`src/rtl/td4_prog_loader.sv`:
```
// td4_prog_loader: 2**ADDR_W x 8 writable program store for the TD4 core.
// A byte-stream loader fills the store while the core is held in reset, and
// releases the core once the image is complete.
// Build option: define TD4_LOADER_CHECKSUM_EN to require a trailing 8-bit
// sum byte (CHECK/ERROR states). Left undefined, the load ends on the last
// program byte and load_error is tied low.
module td4_prog_loader #(
    parameter int ADDR_W = 4
) (
    input  logic              clock,
    input  logic              reset,
    input  logic              load_start,
    input  logic              load_valid,
    input  logic [7:0]        load_data,
    output logic              load_ready,
    input  logic [ADDR_W-1:0] rd_addr,
    output logic [7:0]        rd_data,
    output logic              core_reset_n,
    output logic              load_done,
    output logic              load_error
);

    localparam int DEPTH = 2**ADDR_W;

`ifdef TD4_LOADER_CHECKSUM_EN
    typedef enum logic [1:0] {S_RUN, S_LOAD, S_CHECK, S_ERROR} state_t;
`else
    typedef enum logic {S_RUN, S_LOAD} state_t;
`endif

    state_t            state, state_nxt;
    logic [ADDR_W-1:0] wr_addr, wr_addr_nxt;
    logic              done_nxt;
    logic              accept;
    logic              wr_en;
`ifdef TD4_LOADER_CHECKSUM_EN
    logic [7:0]        sum, sum_nxt;
`endif

    // Power-up image is all zeros; reset deliberately leaves it alone.
    logic [7:0] mem [DEPTH] = '{default: 8'h00};

    assign accept = load_valid & load_ready;

    // State register plus loader bookkeeping; core reset follows the pre-edge state.
    always_ff @(posedge clock) begin
        if (reset) begin
            state        <= S_RUN;
            wr_addr      <= '0;
            load_done    <= 1'b0;
            core_reset_n <= 1'b0;
`ifdef TD4_LOADER_CHECKSUM_EN
            sum          <= 8'h00;
`endif
        end else begin
            state        <= state_nxt;
            wr_addr      <= wr_addr_nxt;
            load_done    <= done_nxt;
            core_reset_n <= (state == S_RUN);
`ifdef TD4_LOADER_CHECKSUM_EN
            sum          <= sum_nxt;
`endif
        end
    end

    // Next-state logic; load_start from any state wins over a same-cycle byte.
    always_comb begin
        state_nxt   = state;
        wr_addr_nxt = wr_addr;
        done_nxt    = 1'b0;
`ifdef TD4_LOADER_CHECKSUM_EN
        sum_nxt     = sum;
`endif
        if (load_start) begin
            state_nxt   = S_LOAD;
            wr_addr_nxt = '0;
`ifdef TD4_LOADER_CHECKSUM_EN
            sum_nxt     = 8'h00;
`endif
        end else begin
            case (state)
                S_LOAD: begin
                    if (accept) begin
                        wr_addr_nxt = wr_addr + ADDR_W'(1);
`ifdef TD4_LOADER_CHECKSUM_EN
                        sum_nxt = sum + load_data;
                        if (wr_addr == '1)
                            state_nxt = S_CHECK;
`else
                        if (wr_addr == '1) begin
                            state_nxt = S_RUN;
                            done_nxt  = 1'b1;
                        end
`endif
                    end
                end
`ifdef TD4_LOADER_CHECKSUM_EN
                S_CHECK: begin
                    if (accept) begin
                        if (load_data == sum) begin
                            state_nxt = S_RUN;
                            done_nxt  = 1'b1;
                        end else begin
                            state_nxt = S_ERROR;
                        end
                    end
                end
`endif
                default: ;
            endcase
        end
    end

    // Outputs decoded from state; write strobe drops on restart or reset.
    always_comb begin
        load_ready = (state == S_LOAD);
        load_error = 1'b0;
`ifdef TD4_LOADER_CHECKSUM_EN
        load_ready = (state == S_LOAD) || (state == S_CHECK);
        load_error = (state == S_ERROR);
`endif
        wr_en = (state == S_LOAD) && accept && !load_start && !reset;
    end

    // Program store write port; the checksum byte never reaches here.
    always_ff @(posedge clock) begin
        if (wr_en)
            mem[wr_addr] <= load_data;
    end

    assign rd_data = mem[rd_addr];

endmodule
```
`config.mk`:
```
export PLATFORM = sky130hd
export DESIGN_NAME = td4_prog_loader
export DESIGN_NICKNAME = d
export VERILOG_FILES = /design/src/rtl/td4_prog_loader.sv
export SDC_FILE = /design/constraint.sdc
export NUM_CORES = 1
export LEC_CHECK = 0
export BUFFER_PORTS_ARGS = -buffer_cell sky130_fd_sc_hd__buf_2
export CORE_UTILIZATION = 35
export DETAILED_ROUTE_END_ITERATION = 8
export GPL_TIMING_DRIVEN = 0
export PLACE_DENSITY = 0.62
export SLEW_MARGIN = 20
export SYNTH_ARGS = -nofsm -noshare
export SYNTH_HDL_FRONTEND = slang
export SYNTH_SLANG_ARGS = --single-unit
export TNS_END_PERCENT = 30
```
`constraint.sdc`:
```
create_clock -name clock -period 2.3 [get_ports clock]
set_clock_uncertainty 0.1 [all_clocks]
set_input_delay 0 -clock clock [delete_from_list [all_inputs] [get_ports clock]]
set_output_delay 0 -clock clock [all_outputs]
set_load 0.05 [all_outputs]
```
### After elaboration in Yosys (flattened, before gate mapping)

Memory sizes are Yosys's and may differ from the RTL's.
Index checks and enable logic that the tools add are counted.

* bits in latches: 0
* logic and storage cells: 25
* bits of input ports: 16
* memories kept: 1
* bits in registers: 7
* ROM bits: 0
* memory bits (writable): 128

* shift operators: 0
* magnitude comparators: 0
* add/subtract/negate cells: 1
* reductions and logical operators: 8
* mux-type cells: 7
* bitwise gates (word level): 3
* div/mod/pow operators: 0
* equal/unequal tests: 1
* multipliers: 0

Memory list
* mem: depth 16, bits a word 8, read ports 1, clocked after memory_dff 0, write ports 1, line 41 `logic [7:0] mem [DEPTH] = '{default: 8'h00};`

Operators with widths (count)
* 2-to-1 mux 1 bit: 7
* adder 4 x 1 -> 4 bit, second input constant: 1
* equality test 4 bit, second input constant: 1
* OR reduction 4 bit: 1
* logical AND 1 bit: 3
* zero test 1 bit: 2
* NOT 1 bit: 2
* AND reduction 2 bit: 1
* OR reduction 2 bit: 1
* bitwise AND 1 bit: 1

### Longest topological paths before layout

* word-level depth: 6
* mapped depth: 5
* mapped depth without buffers: 4

### Worst setup path after synthesis

No wires, ideal clock.

* kind: register to register
* start point: register state, in the netlist load_ready
* end point: memory mem[15][0] (enable)
* stages on the path, launching flop included: 4
* buffers on the path: 1
* arrival time: 1537 ps
* clock period less this slack: 2007 ps
* setup slack: 293 ps
* cell sequence: dfxtp_1 > clkbuf_1 > nand3_1 > nor2_1

* word-level cells in the longest chain between the ends: 6

RTL lines
* from (decl): line 31 `state_t state, state_nxt;`
* from (signal assigned): line 56 `state <= state_nxt;`
* bitwise AND 1 bit: line 43 `assign accept = load_valid & load_ready;`
* logical AND 1 bit * (3 in series): line 122 `wr_en = (state == S_LOAD) && accept && !load_start && !reset;`
* 2-to-1 mux 1 bit *: line 127 `if (wr_en)`
* 2-to-1 mux 1 bit (implied by the code) *: line 128 `mem[wr_addr] <= load_data;`
* to (decl): line 41

Mark *: on every way between the ends. The rest lies on a longest branch, timed or not.

### Worst setup path after layout

* start point: register state, in the netlist load_ready
* end point: memory mem[8][3] (enable)

The elaborated chain is that of the path after synthesis.

==> impl_results.md <==
* Status: complete, but fails checks
* Violated checks: design-rule violations
* Die H at 125.0 um
* Residual DRC at 4
* Fmax at 0.4757 GHz
* Commonest non-fill, non-tap cell in the layout: edfxtp_1
* Mapped Area at 5296 um2
* Final setup violation count at 0
* Crit. Startpoint: load_ready
* Tmin final at 2102 ps
* Area contributors post-synth: edfxtp_1 73%, mux4_2 7.7%, mux4_1 6.9%
* First-pass GRT wire length at 16.39 mm
* Max Cap Viol at 0
* DR vias/cell at 5.139
* Antenna Cells at 0
* IR Drop Worst-Case VDD at 502.3 uV
* PwrDens at 920.3 nW/um2
* Port Buffers at 25
* Row count at 44
* Synth top area share at 72.57%
* Tightest Pin Transition at 991.8 ps
* Hold Crit Depth at 3
* Antenna-violating nets left at 0
* # H-tree levels at 4
* Clock Sink Count at 135
* Pre-antenna DRT Iters at 6
* Initial antenna violation count at 0
* Yosys cell types at 28
* Layout cell share with drive strength beyond 1 at 26.91%
* Post-synthesis sequential area ratio at 75.22%
* Crit start category: register
* Final slew viol count at 0
* Sum Neg Setup Slack at 0 ps
* Crit path DAT at 2040 ps
* GP Congestion at 0.7041
* Tot Pwr at 5.897 mW
* Grt met1 use at 19.72%
* Clock root cell: clkbuf_16
* Final nets at 334
* Syn Nets at 279
* Fin crit share at 91.39%
* DR vias at 2626
* Post-CTS Setup Inserts at 0
* Clk Latency, worst-skew pair at 420 ps
* Worst-path clk slew at 60 ps
* Leakage power at 2.125 nW
* P&R area growth vs syn at 20.98%
* Core area at 14640 um2
* Final hold violation count at 0
* HP Class: input pin to register
* Fin cells at 511
* Synthesized area per cell at 20.45 um2
* Most Crowded Layer GR: met2
* Post-synth top area cell: edfxtp_1
* Pre-CTS setup slack at 41.06 ps
* Placed Cells at 468
* Unrepaired setup endpoints after global routing: no
* Largest net degree at the start of global routing at 17
* Delay of the slowest critical-path stage at 800 ps
* Post-synthesis instance total at 259
* CTS Buf Count at 17
* Initial core utilization at 36.17%
* FF-to-FF Start: load_ready
* Vias in the first global route at 2781
* Synthesized flop and latch total at 135
* Initial DRC Count at 303
* Ordered cell list for the critical path: clkbuf_1, nand3_1, nor2_1
* Final WS setup at 198.0 ps
* Final WL at 10.77 mm
* Die area at 15630 um2
* GRT met3 Usage at 4.279%
* Most frequent cells in the layout: 128 x edfxtp_1, 28 x buf_2, 18 x mux4_2, 18 x nor2_1, 17 x clkbuf_16
* CP max FO at 8
* Overflow after GRT at 0
* Hold path start: reset
* CTS tree: built
* Slew margin rel. at 33.64%
* Tot GR Track Use at 14.99%
* Die width at 125.0 um
* Crit path max-delay cell type: nor2_1
* Hpwl dp at 6.713 mm
* Worst reg-to-reg path cell count at 3
* Crit path capture type: register
* Met2 global-route usage at 23.63%
* Avg WL per Cell at 21.07 um
* CTS max path bufs at 2
* Synth Warn # at 0
* IO Count at 28
* Required time worst endpoint at 2240 ps
* Worst setup path category: register to register
-- cells in the mapped netlist --
| cell | n |
|---|---|
| a21oi_1 | 3 |
| xor2_1 | 1 |
| and2b_1 | 1 |
| clkdlybuf4s25_2 | 3 |
| or3_1 | 1 |
| o21ai_0 | 2 |
| xnor2_1 | 1 |
| nand3_1 | 7 |
| nor2_1 | 22 |
| mux4_2 | 18 |
| a22oi_1 | 16 |
| inv_1 | 3 |
| nor2b_1 | 1 |
| buf_6 | 3 |
| and2_1 | 1 |
| clkbuf_1 | 1 |
| nor3_1 | 1 |
| conb_1 | 1 |
| nand2b_1 | 1 |
| dfxtp_1 | 7 |
| buf_4 | 2 |
| ha_1 | 4 |
| buf_2 | 3 |
| nand2_1 | 12 |
| or2_2 | 1 |
| nand3b_1 | 1 |
| edfxtp_1 | 128 |
| mux4_1 | 14 |
-- worst paths after layout --
check / endpoint / slack [ps]
setup / recovery: mem[8][3] / 200
hold / removal: core_reset_n / 230
setup reg to reg: mem[8][3] / 200
hold reg to reg: wr_addr[1] / 420
-- where the power goes --
part	switching (mW)	internal (mW)	total [mW]
Sequential	0.00203	2.69	2.70
Clock	0.989	1.91	2.90
Combinational	0.194	0.109	0.303
Total	1.19	4.71	5.90
-- worst max-delay path: cells and delay by family (launching register included) --
family / cells / cell delay (ps)
and+or+nand+nor: 2 / 1020
DFF: 1 / 320
buffers and inverters: 1 / 280
-- per-stage QoR --
step / hold slack, ps / utilization, % / instance area [um2]
CTS: 215.1 / 43.69 / 6397
global route: 239.3 / 43.75 / 6407
global placement: 114.2 / 38.59 / 5652
floorplan: -33.31 / - / 5296
detailed placement: 119.3 / 38.59 / 5652
finish: 234.3 / 43.75 / 6407
-- final cells by class --
class                      count  area [um2]
buffer                        12       97.59
clock buffer                  18       429.2
clock inverter                14       206.4
fill                        1266        8237
inverter                       3       11.26
multi-input combinational    109        1214
sequential                   135        3984
tap                          184       230.2
timing repair buffer          36       235.2
-- state kept, by name, indices dropped and copies added, names as in the netlist --
register / count
core_reset_n: 1
wr_addr: 4
load_ready: 1
load_done: 1
mem: 128
-- per-layer routing --
layer | vias to the layer above | wire length (um)
li1 | 1176 | -
met1 | 1355 | 4613
met2 | 78 | 5346
met3 | 17 | 643
met4 | 0 | 166
met5 | - | 0
-- logic make-up after synthesis --
group	Yosys count	share of synthesized area, %
AO/OA/AOI/OAI	21	2.740
buffers and inverters	15	2.055
multiplexers	32	14.60
other	1	0.07080
adder cells (fa/ha/maj)	4	0.9450
AND/OR/NAND/NOR	49	4.040
XOR/XNOR	2	0.3308
flip-flops	135	75.22
-- timing repair --
item | CTS | global route
hold buffers | 11 | 0
endpoints found under the hold margin | 135 | 0
resized for setup | 0 | 4
setup endpoints to repair | 0 | 24
(Power assumes the default switching activity.)
